===== src/rtl/tx_ctrl_pkg.sv =====
// Shared definitions for the C-PHY transmit LP control sequencer: state set,
// LP line codes (also consumed by the receive-side decoder) and code lookup.
package tx_ctrl_pkg;

  typedef enum logic [3:0] {
    ST_STOP       = 4'd0,
    ST_HS_RQST    = 4'd1,
    ST_HS_PREP    = 4'd2,
    ST_HS_GO      = 4'd3,
    ST_ESC_RQST   = 4'd4,
    ST_ESC_BRIDGE = 4'd5,
    ST_ESC_ENTRY  = 4'd6,
    ST_ESC_GO     = 4'd7,
    ST_ESC_EXIT   = 4'd8,
    ST_TA_RQST    = 4'd9,
    ST_TA_BRIDGE  = 4'd10,
    ST_TA_YIELD   = 4'd11,
    ST_TA_GET     = 4'd12,
    ST_TA_HIZ     = 4'd13
  } tx_state_e;

  localparam logic [2:0] LP_STOP    = 3'b111;
  localparam logic [2:0] LP_HS_RQST = 3'b001;
  localparam logic [2:0] LP_BRIDGE  = 3'b000;
  localparam logic [2:0] LP_LP_RQST = 3'b100;

  // A/B/C levels driven in each state; TA_HIZ keeps the bridge level behind a released driver.
  function automatic logic [2:0] lp_code(input tx_state_e st);
    logic [2:0] code;
    case (st)
      ST_STOP:       code = LP_STOP;
      ST_HS_RQST:    code = LP_HS_RQST;
      ST_HS_PREP:    code = LP_BRIDGE;
      ST_HS_GO:      code = LP_BRIDGE;
      ST_ESC_RQST:   code = LP_LP_RQST;
      ST_ESC_BRIDGE: code = LP_BRIDGE;
      ST_ESC_ENTRY:  code = LP_HS_RQST;
      ST_ESC_GO:     code = LP_BRIDGE;
      ST_ESC_EXIT:   code = LP_LP_RQST;
      ST_TA_RQST:    code = LP_LP_RQST;
      ST_TA_BRIDGE:  code = LP_BRIDGE;
      ST_TA_YIELD:   code = LP_LP_RQST;
      ST_TA_GET:     code = LP_BRIDGE;
      ST_TA_HIZ:     code = LP_BRIDGE;
      default:       code = LP_STOP;
    endcase
    return code;
  endfunction

endpackage


===== src/rtl/tx_ctrl_timer.sv =====
// Load/decrement duration counter; done is high while the count sits at zero.
module tx_ctrl_timer
  import tx_ctrl_pkg::*;
#(
  parameter int                 CNT_W   = 8,
  parameter logic [CNT_W-1:0]   RST_VAL = '0
) (
  input  logic             clk,
  input  logic             rst,
  input  logic             load,
  input  logic [CNT_W-1:0] load_val,
  output logic             done
);

  logic [CNT_W-1:0] cnt_r;

  // Counter: load wins, otherwise count down and rest at zero.
  always_ff @(posedge clk) begin
    if (rst) begin
      cnt_r <= RST_VAL;
    end else if (load) begin
      cnt_r <= load_val;
    end else if (cnt_r != {CNT_W{1'b0}}) begin
      cnt_r <= cnt_r - {{(CNT_W-1){1'b0}}, 1'b1};
    end else begin
      cnt_r <= cnt_r;
    end
  end

  assign done = (cnt_r == {CNT_W{1'b0}});

endmodule


===== src/rtl/tx_ctrl_sequencer.sv =====
// C-PHY master-lane LP control sequencer: timed HS entry, escape entry and
// bus turnaround sequences on A/B/C, with registered handoff flags.
module tx_ctrl_sequencer
  import tx_ctrl_pkg::*;
#(
  parameter int T_LPX     = 4,
  parameter int T_HS_PREP = 6,
  parameter int CNT_W     = 8
) (
  input  logic clk,
  input  logic rst,
  input  logic CtrlEncEn,
  input  logic HsReq,
  input  logic EscReq,
  input  logic TaReq,
  output logic A,
  output logic B,
  output logic C,
  output logic LpOe,
  output logic HsReady,
  output logic EscReady,
  output logic TaDone,
  output logic Busy
);

  localparam logic [CNT_W-1:0] LPX_LOAD  = CNT_W'(T_LPX - 1);
  localparam logic [CNT_W-1:0] PREP_LOAD = CNT_W'(T_HS_PREP - 1);

  tx_state_e        state_r;
  tx_state_e        next_s;
  logic             tmr_load_s;
  logic [CNT_W-1:0] tmr_val_s;
  logic             tmr_done_s;

  tx_ctrl_timer #(
    .CNT_W   (CNT_W),
    .RST_VAL (LPX_LOAD)
  ) u_timer (
    .clk      (clk),
    .rst      (rst),
    .load     (tmr_load_s),
    .load_val (tmr_val_s),
    .done     (tmr_done_s)
  );

  // Next-state selection; in STOP the timer doubles as the minimum-hold guard.
  always_comb begin
    next_s = state_r;
    if (!CtrlEncEn) begin
      next_s = ST_STOP;
    end else begin
      case (state_r)
        ST_STOP: begin
          if (tmr_done_s && HsReq)       next_s = ST_HS_RQST;
          else if (tmr_done_s && TaReq)  next_s = ST_TA_RQST;
          else if (tmr_done_s && EscReq) next_s = ST_ESC_RQST;
          else                           next_s = ST_STOP;
        end
        ST_HS_RQST:    next_s = tmr_done_s ? ST_HS_PREP    : state_r;
        ST_HS_PREP:    next_s = tmr_done_s ? ST_HS_GO      : state_r;
        ST_HS_GO:      next_s = HsReq      ? ST_HS_GO      : ST_STOP;
        ST_ESC_RQST:   next_s = tmr_done_s ? ST_ESC_BRIDGE : state_r;
        ST_ESC_BRIDGE: next_s = tmr_done_s ? ST_ESC_ENTRY  : state_r;
        ST_ESC_ENTRY:  next_s = tmr_done_s ? ST_ESC_GO     : state_r;
        ST_ESC_GO:     next_s = EscReq     ? ST_ESC_GO     : ST_ESC_EXIT;
        ST_ESC_EXIT:   next_s = tmr_done_s ? ST_STOP       : state_r;
        ST_TA_RQST:    next_s = tmr_done_s ? ST_TA_BRIDGE  : state_r;
        ST_TA_BRIDGE:  next_s = tmr_done_s ? ST_TA_YIELD   : state_r;
        ST_TA_YIELD:   next_s = tmr_done_s ? ST_TA_GET     : state_r;
        ST_TA_GET:     next_s = tmr_done_s ? ST_TA_HIZ     : state_r;
        ST_TA_HIZ:     next_s = TaReq      ? ST_TA_HIZ     : ST_STOP;
        default:       next_s = ST_STOP;
      endcase
    end
  end

  // Timer reload on every state entry, and continuously while disabled so the STOP hold restarts.
  always_comb begin
    tmr_load_s = (next_s != state_r) || !CtrlEncEn;
    case (next_s)
      ST_HS_PREP: tmr_val_s = PREP_LOAD;
      ST_HS_GO:   tmr_val_s = {CNT_W{1'b0}};
      ST_ESC_GO:  tmr_val_s = {CNT_W{1'b0}};
      ST_TA_HIZ:  tmr_val_s = {CNT_W{1'b0}};
      default:    tmr_val_s = LPX_LOAD;
    endcase
  end

  // State and outputs, all decoded from the state being entered.
  always_ff @(posedge clk) begin
    if (rst) begin
      state_r   <= ST_STOP;
      {A, B, C} <= LP_STOP;
      LpOe      <= 1'b1;
      HsReady   <= 1'b0;
      EscReady  <= 1'b0;
      TaDone    <= 1'b0;
      Busy      <= 1'b0;
    end else begin
      state_r   <= next_s;
      {A, B, C} <= lp_code(next_s);
      LpOe      <= (next_s != ST_TA_HIZ);
      HsReady   <= (next_s == ST_HS_GO);
      EscReady  <= (next_s == ST_ESC_GO);
      TaDone    <= (next_s == ST_TA_HIZ) && (state_r != ST_TA_HIZ);
      Busy      <= (next_s != ST_STOP);
    end
  end

endmodule

===== config.mk =====
export PLATFORM = sky130hd
export DESIGN_NAME = tx_ctrl_sequencer
export DESIGN_NICKNAME = d
export VERILOG_FILES = /design/src/rtl/tx_ctrl_pkg.sv /design/src/rtl/tx_ctrl_timer.sv /design/src/rtl/tx_ctrl_sequencer.sv
export SDC_FILE = /design/constraint.sdc
export NUM_CORES = 1
export LEC_CHECK = 0
export CELL_PAD_IN_SITES_DETAIL_PLACEMENT = 0
export CELL_PAD_IN_SITES_GLOBAL_PLACEMENT = 1
export CORE_MARGIN = 1
export CORE_UTILIZATION = 45
export CTS_BUF_LIST = sky130_fd_sc_hd__clkbuf_16
export CTS_CLUSTER_SIZE = 24
export DETAILED_ROUTE_END_ITERATION = 8
export GPL_TIMING_DRIVEN = 0
export PLACE_DENSITY = 0.93
export SLEW_MARGIN = 20
export SYNTH_ARGS = -nofsm -noshare
export SYNTH_HDL_FRONTEND = slang
export SYNTH_SLANG_ARGS = --single-unit

===== constraint.sdc =====
create_clock -name clk -period 3.82 [get_ports clk]
set_input_delay 0.764 -clock clk [delete_from_list [all_inputs] [get_ports clk]]
set_output_delay 0.764 -clock clk [all_outputs]
set_load 0.005 [all_outputs]

==> impl_metrics.json, run 1 <==
{
  "reg2reg_depth": 8,
  "synth_edf_count": 0,
  "synth_cells": 145,
  "power_density_nw_per_um2": 296,
  "drive_gt1_share_pct": 14.3,
  "portBuffers": 13,
  "cpPeakStageDelay_ps": 550,
  "endpoint_kind": "register",
  "synth_ff_type": "dfxtp_1",
  "nets": 171,
  "grt_start_max_net_pins": 11,
  "die_width_um": 55.1,
  "ys_warn_count": 0,
  "hold_ws_ps": 548,
  "holdPathStages": 2,
  "r2r-end": "u_timer.cnt_r[2]$_SDFFE_PP0P_",
  "slew_viol_final": 0,
  "worst_clock_skew_ps": 1.98,
  "wl_per_cell_um": 14.1,
  "htreeDepth": 1,
  "ys_ff_latch": 20,
  "cp_data_required_time_ps": 3960,
  "status": "finished clean",
  "drv_cap": 0,
  "area_growth_pct": 19.1,
  "timing.fmax_ghz": 0.361,
  "fin_crit_sh_pct": 72.6,
  "grt_antenna_before_repair": 0,
  "cp-startpoint": "TaReq",
  "crit_path_end": "u_timer.cnt_r[2]$_SDFFE_PP0P_",
  "synthesis.area_um2": 1270,
  "crit_type": "primary input to register",
  "cts_made_buffers": 3,
  "crit_fanout": 6,
  "firstDrtPassIters": 4,
  "preCtsSetupSlack_ps": 826,
  "rrSetupSlack_ps": 1460,
  "start_kind": "primary input",
  "synth_cell_types": 57,
  "grt_pass1_vias": 1008,
  "min_period_ps": 2770,
  "clk_latency_ps": 250,
  "setup_tns_ps": 0,
  "setup_ws_ps": 1050,
  "cts_hold_buf": 0,
  "leakage_nw": 0.536,
  "drt_iter0_drc": 29,
  "critPathSlowestCell": "clkdlybuf4s50_1",
  "final_cell_mix": "20 x dfxtp_1, 20 x nor2_1, 13 x clkdlybuf4s50_1, 8 x nand2_1, 6 x nor3_1",
  "r2r_start": "u_timer.cnt_r[0]$_SDFFE_PP1P_",
  "irDropWorstVdd_mv": 0.316,
  "finish.utilization_pct": 58.9,
  "synthArstFlopShare_pct": 0,
  "post_synth.cell_area_avg_um2": 8.76,
  "grt_usage_pct": 20.3,
  "ctsResizeCount": 0,
  "core_area_um2": 2570,
  "path_clk_slew_ps": 50,
  "nFillCells": 243,
  "post-cts-setup-buffers": 0,
  "setup_viol": 0,
  "grt_overflow": 0,
  "rsz0062_at_grt": "no",
  "cts_root_buf": "clkbuf_16",
  "worst_pin_slew_ps": 529,
  "ant_nets": 0,
  "cts_tree": "done",
  "synth_fp_nets": 153,
  "die_area_um2": 3040,
  "place_congestion": 0.894,
  "seq_area_um2": 400,
  "arrival_ps": 2910,
  "cts_buffer_depth": 2,
  "place_hpwl_um": 2020,
  "fp-row-count": 18,
  "grt_pass1_wl_um": 4370,
  "diodes": 0,
  "ios": 14,
  "relSlewSlack_pct": 64.4,
  "routed_wl_um": 2690,
  "die_height_um": 55.1,
  "via_per_inst": 5.86,
  "drc": 0,
  "hold_viol_final": 0,
  "min_path_type": "register to register",
  "multi_input_area_um2": 823,
  "synth-seq-area-share_pct": 31.5,
  "numClockSinks": 20,
  "start_util_pct": 49.5,
  "path_cells": "clkdlybuf4s50_1 > or3b_2 > nor4_4 > a2111oi_1 > a31oi_1 > nand3_2 > mux2_4",
  "via_count": 1119
}
-- report_power, final --
part           switching, W  internal [W]  total [W]
logic             0.0000155     0.0000141  0.0000296
registers        0.00000134      0.000210   0.000212
clock network     0.0000687      0.000138   0.000206
-- critical path: cells and delay by family --
kind	cells	cell delay [ps]
simple gates	3	890
buf+inv	1	550
compound gates	2	390
mux	1	320
-- per-layer routing --
metal	track usage (%)	wire, um
met1	28.0	1320
met2	30.1	1180
met3	3.28	115
met4	10.8	70
met5	0	0
-- registers in the layout, indices dropped and copies added (netlist names) --
signal         flops
HsReady            1
C                  1
LpOe               1
B                  1
state_r            4
TaDone             1
u_timer.cnt_r      8
Busy               1
EscReady           1
A                  1
-- synthesized netlist by cell type, types with 2 or more instances --
master | n | area, um2
xnor2_1 | 4 | 35.0
o21ai_0 | 5 | 25.0
clkbuf_1 | 4 | 15.0
nand3b_1 | 2 | 15.0
o21ai_1 | 2 | 10.0
nand3_1 | 3 | 15.0
nand2_1 | 8 | 30.0
nor2_1 | 20 | 75.1
nor3_1 | 6 | 30.0
a21oi_1 | 5 | 25.0
nand4_1 | 2 | 12.5
nand4b_1 | 2 | 17.5
ha_1 | 2 | 25.0
xor2_1 | 2 | 17.5
nor2b_1 | 4 | 25.0
nor4_1 | 3 | 18.8
inv_1 | 5 | 18.8
nor4_4 | 2 | 42.5
o22ai_1 | 2 | 12.5
and2_1 | 2 | 12.5
dfxtp_1 | 20 | 400
mux2_4 | 2 | 30.0
mux2i_1 | 4 | 40.0
-- kinds of logic after synthesis --
family	count (synthesis)	synth area share, %
AOI/OAI and AO/OA	29	18.2
xor gates and xnor gates	6	4.14
adders and majority gates	2	1.97
buffers and inverters	12	3.64
DFF	20	31.5
muxes	6	5.52
and+or+nand+nor	70	35.0
-- worst min-delay path by stage --
stage                                         end  slack, ps                          start
detailed placement  u_timer.cnt_r[7]$_SDFFE_PP0P_        540  u_timer.cnt_r[7]$_SDFFE_PP0P_
floorplan           u_timer.cnt_r[7]$_SDFFE_PP0P_        500  u_timer.cnt_r[7]$_SDFFE_PP0P_
CTS                 u_timer.cnt_r[7]$_SDFFE_PP0P_        560  u_timer.cnt_r[7]$_SDFFE_PP0P_
global placement    u_timer.cnt_r[7]$_SDFFE_PP0P_        530  u_timer.cnt_r[7]$_SDFFE_PP0P_
finish              u_timer.cnt_r[7]$_SDFFE_PP0P_        550  u_timer.cnt_r[7]$_SDFFE_PP0P_
global route        u_timer.cnt_r[7]$_SDFFE_PP0P_        600  u_timer.cnt_r[7]$_SDFFE_PP0P_
-- through the flow --
| stage | cell area [um2] | total power (W) | cells |
|---|---|---|---|
| detailed placement | 1440 | 0.000245 | 188 |
| global route | 1510 | 0.000464 | 191 |
| CTS | 1510 | 0.000453 | 191 |
| finish | 1510 | 0.000448 | 191 |
| floorplan | 1270 | 0.000234 | 145 |
| global placement | 1440 | 0.000245 | 188 |
-- area by class of cell --
class                           count  share of cell area [%]
Multi-Input combinational cell    113                    54.4
Sequential cell                    20                    26.5
Timing Repair Buffer               13                    8.60
Clock buffer                        3                    4.96
Tap cell                           30                    2.48
Buffer                              6                    1.57
Inverter                            6                    1.49
Note: power is estimated with default switching activity, not from simulation.
==> inputs of run 2 (changes only) <==
--- a/config.mk
+++ b/config.mk
@@ -8,12 +8,12 @@
 export CELL_PAD_IN_SITES_DETAIL_PLACEMENT = 0
 export CELL_PAD_IN_SITES_GLOBAL_PLACEMENT = 1
 export CORE_MARGIN = 1
-export CORE_UTILIZATION = 45
+export CORE_UTILIZATION = 38
 export CTS_BUF_LIST = sky130_fd_sc_hd__clkbuf_16
 export CTS_CLUSTER_SIZE = 24
 export DETAILED_ROUTE_END_ITERATION = 8
 export GPL_TIMING_DRIVEN = 0
-export PLACE_DENSITY = 0.93
+export PLACE_DENSITY = 0.85
 export SLEW_MARGIN = 20
 export SYNTH_ARGS = -nofsm -noshare
 export SYNTH_HDL_FRONTEND = slang
==> constraint.sdc (replaced) <==
create_clock -name clk -period 2.5 [get_ports clk]
set_input_delay 0.5 -clock clk [delete_from_list [all_inputs] [get_ports clk]]
set_output_delay 0.5 -clock clk [all_outputs]
set_load 0.005 [all_outputs]
==> impl_metrics.json, run 2 (same netlist as run 1, synthesis figures left out) <==
{
  "power_density_nw_per_um2": 438,
  "grt_antenna_before_repair": 0,
  "hold_viol_final": 0,
  "fp-row-count": 20,
  "ant_nets": 0,
  "largestRegisters": "u_timer.cnt_r x8, state_r x4",
  "numClockSinks": 20,
  "swShare_pct": 18.7,
  "largest_register_ffs": 8,
  "busiest_layer": "met2",
  "p_seq_share_pct": 47.3,
  "place_congestion": 0.848,
  "fin_crit_sh_pct": 93.2,
  "slew_viol_final": 0,
  "start_kind": "primary input",
  "area_growth_pct": 23.3,
  "cts_made_buffers": 3,
  "drive_gt1_share_pct": 16.5,
  "worst_pin_slew_ps": 620,
  "via_per_inst": 5.42,
  "final_cells": 208,
  "crit_fanout": 4,
  "rsz0062_at_grt": "no",
  "worst_clock_skew_ps": 1.38,
  "ios": 14,
  "setup_viol": 0,
  "r2r-end": "u_timer.cnt_r[4]$_SDFFE_PP0P_",
  "final_cell_mix": "20 x dfxtp_1, 20 x nor2_1, 11 x clkdlybuf4s50_1, 8 x nand2_1, 6 x nor3_1",
  "min_path_type": "register to register",
  "grt_start_max_net_pins": 11,
  "use_met1_pct": 23.0,
  "core_area_um2": 3100,
  "diodes": 0,
  "netSwitchingPower_w": 0.000128,
  "status": "finished clean",
  "p_clk_share_pct": 45.5,
  "hold-path-endpoint": "u_timer.cnt_r[3]$_SDFFE_PP0P_",
  "drt_iter0_drc": 54,
  "nets": 174,
  "firstDrtPassIters": 4,
  "r2r_start": "u_timer.cnt_r[0]$_SDFFE_PP1P_",
  "regMostFlops": "u_timer.cnt_r",
  "start_util_pct": 40.9,
  "seq_area_um2": 400,
  "drc": 0,
  "die_area_um2": 3580,
  "timing.fmax_ghz": 0.429,
  "die_height_um": 59.8,
  "htreeDepth": 1,
  "routed_wl_um": 2830,
  "cts_tree": "done",
  "arrival_ps": 2470,
  "min_period_ps": 2330,
  "crit_type": "primary input to register",
  "portBuffers": 13,
  "endpoint_kind": "register",
  "multi_input_area_um2": 831,
  "relSlewSlack_pct": 58.3,
  "share_comb_of_total_power_pct": 7.2,
  "rrSetupSlack_ps": 190,
  "p_int_w": 0.000557,
  "via_count": 1127,
  "holdPathStages": 2,
  "grt_usage_pct": 17.5,
  "die_width_um": 59.8,
  "grt_pass1_vias": 1054,
  "place_hpwl_um": 2120,
  "grtUsageMet2_pct": 27.8,
  "leakage_nw": 0.575,
  "cts_root_buf": "clkbuf_16",
  "cp_data_required_time_ps": 2640,
  "path_clk_slew_ps": 50,
  "use_met3_pct": 2.16,
  "wl_per_cell_um": 13.6,
  "grt_overflow": 0,
  "hp-start": "u_timer.cnt_r[3]$_SDFFE_PP0P_",
  "nFillCells": 328,
  "dp_cells": 202,
  "cts_buffer_depth": 2,
  "drv_cap": 0,
  "grt_pass1_wl_um": 4660,
  "irDropWorstVdd_mv": 0.460,
  "clk_latency_ps": 250,
  "reg2reg_depth": 9,
  "p_total_w": 0.000685
}
## run 2: cell types whose count changed in the layout (fill, tap and decap cells not counted)
cell | previous run | this run
nor3b_2 | 0 | 1
buf_4 | 0 | 3
or3b_4 | 1 | 2
nor3b_1 | 1 | 0
or3b_2 | 1 | 0
clkdlybuf4s50_1 | 13 | 11
dlymetal6s2s_1 | 0 | 2
## run 2: area by class of cell
class / count / area share, %
Buffer: 6 / 1.52
Clock buffer: 3 / 4.80
Inverter: 6 / 1.44
Multi-Input combinational cell: 113 / 53.1
Sequential cell: 20 / 25.6
Tap cell: 44 / 3.52
Timing Repair Buffer: 16 / 10.1
## run 2: what timing repair did
action                                  CTS  global route
resized for setup                         0             4
hold buffers                              0             0
endpoints found under the setup margin    0             5
hold endpoints to repair                  0             0
setup buffers                             0             3
## run 2: worst max-delay path: stages
cell             delay (ps)
clkdlybuf4s50_1         520
or4b_1                  490
o22a_1                  190
o32ai_1                 250
nor4_4                  110
nand3_2                 110
mux2_4                  290
## run 2: how the worst max path moves through the flow
| stage | from | endpoint | slack [ps] | cells past startpoint |
|---|---|---|---|---|
| final | EscReq | u_timer.cnt_r[2]$_SDFFE_PP0P_ | 170 | 7 |
| after detailed placement | TaReq | u_timer.cnt_r[2]$_SDFFE_PP0P_ | -230 | 7 |
| after floorplan | u_timer.cnt_r[0]$_SDFFE_PP1P_ | u_timer.cnt_r[1]$_SDFFE_PP1P_ | 390 | 8 |
| after global routing | u_timer.cnt_r[2]$_SDFFE_PP0P_ | u_timer.cnt_r[6]$_SDFFE_PP0P_ | 30 | 6 |
| after global placement | TaReq | u_timer.cnt_r[2]$_SDFFE_PP0P_ | -230 | 7 |
| after CTS | TaReq | u_timer.cnt_r[2]$_SDFFE_PP0P_ | 30 | 7 |
## run 2: power by group through the flow
stage / logic (W) / registers, W / clock network [W]
floorplan: 0.0000279 / 0.000330 / 0
global placement: 0.0000447 / 0.000330 / 0
detailed placement: 0.0000450 / 0.000330 / 0
CTS: 0.0000453 / 0.000324 / 0.000323
global route: 0.0000535 / 0.000324 / 0.000334
finish: 0.0000492 / 0.000324 / 0.000312
## run 2: per-stage QoR
step                      hold slack [ps]  instance area [um2]  worst slack [ps]  setup TNS, ps  util [%]
final                                 575                 1570               170              0      50.4
after global routing                  614                 1570              29.8              0      50.4
after CTS                             572                 1530              30.9              0      49.3
after detailed placement              562                 1460              -228          -1080      46.9
after global placement                529                 1460              -227          -1090      46.9
after floorplan                       503                 1270               385              0         -
## run 2: layer usage
metal  vias up  wire (um)
li1        572          -
met4         0         50
met2        30       1290
met5         -          0
met1       521       1340
met3         4        154
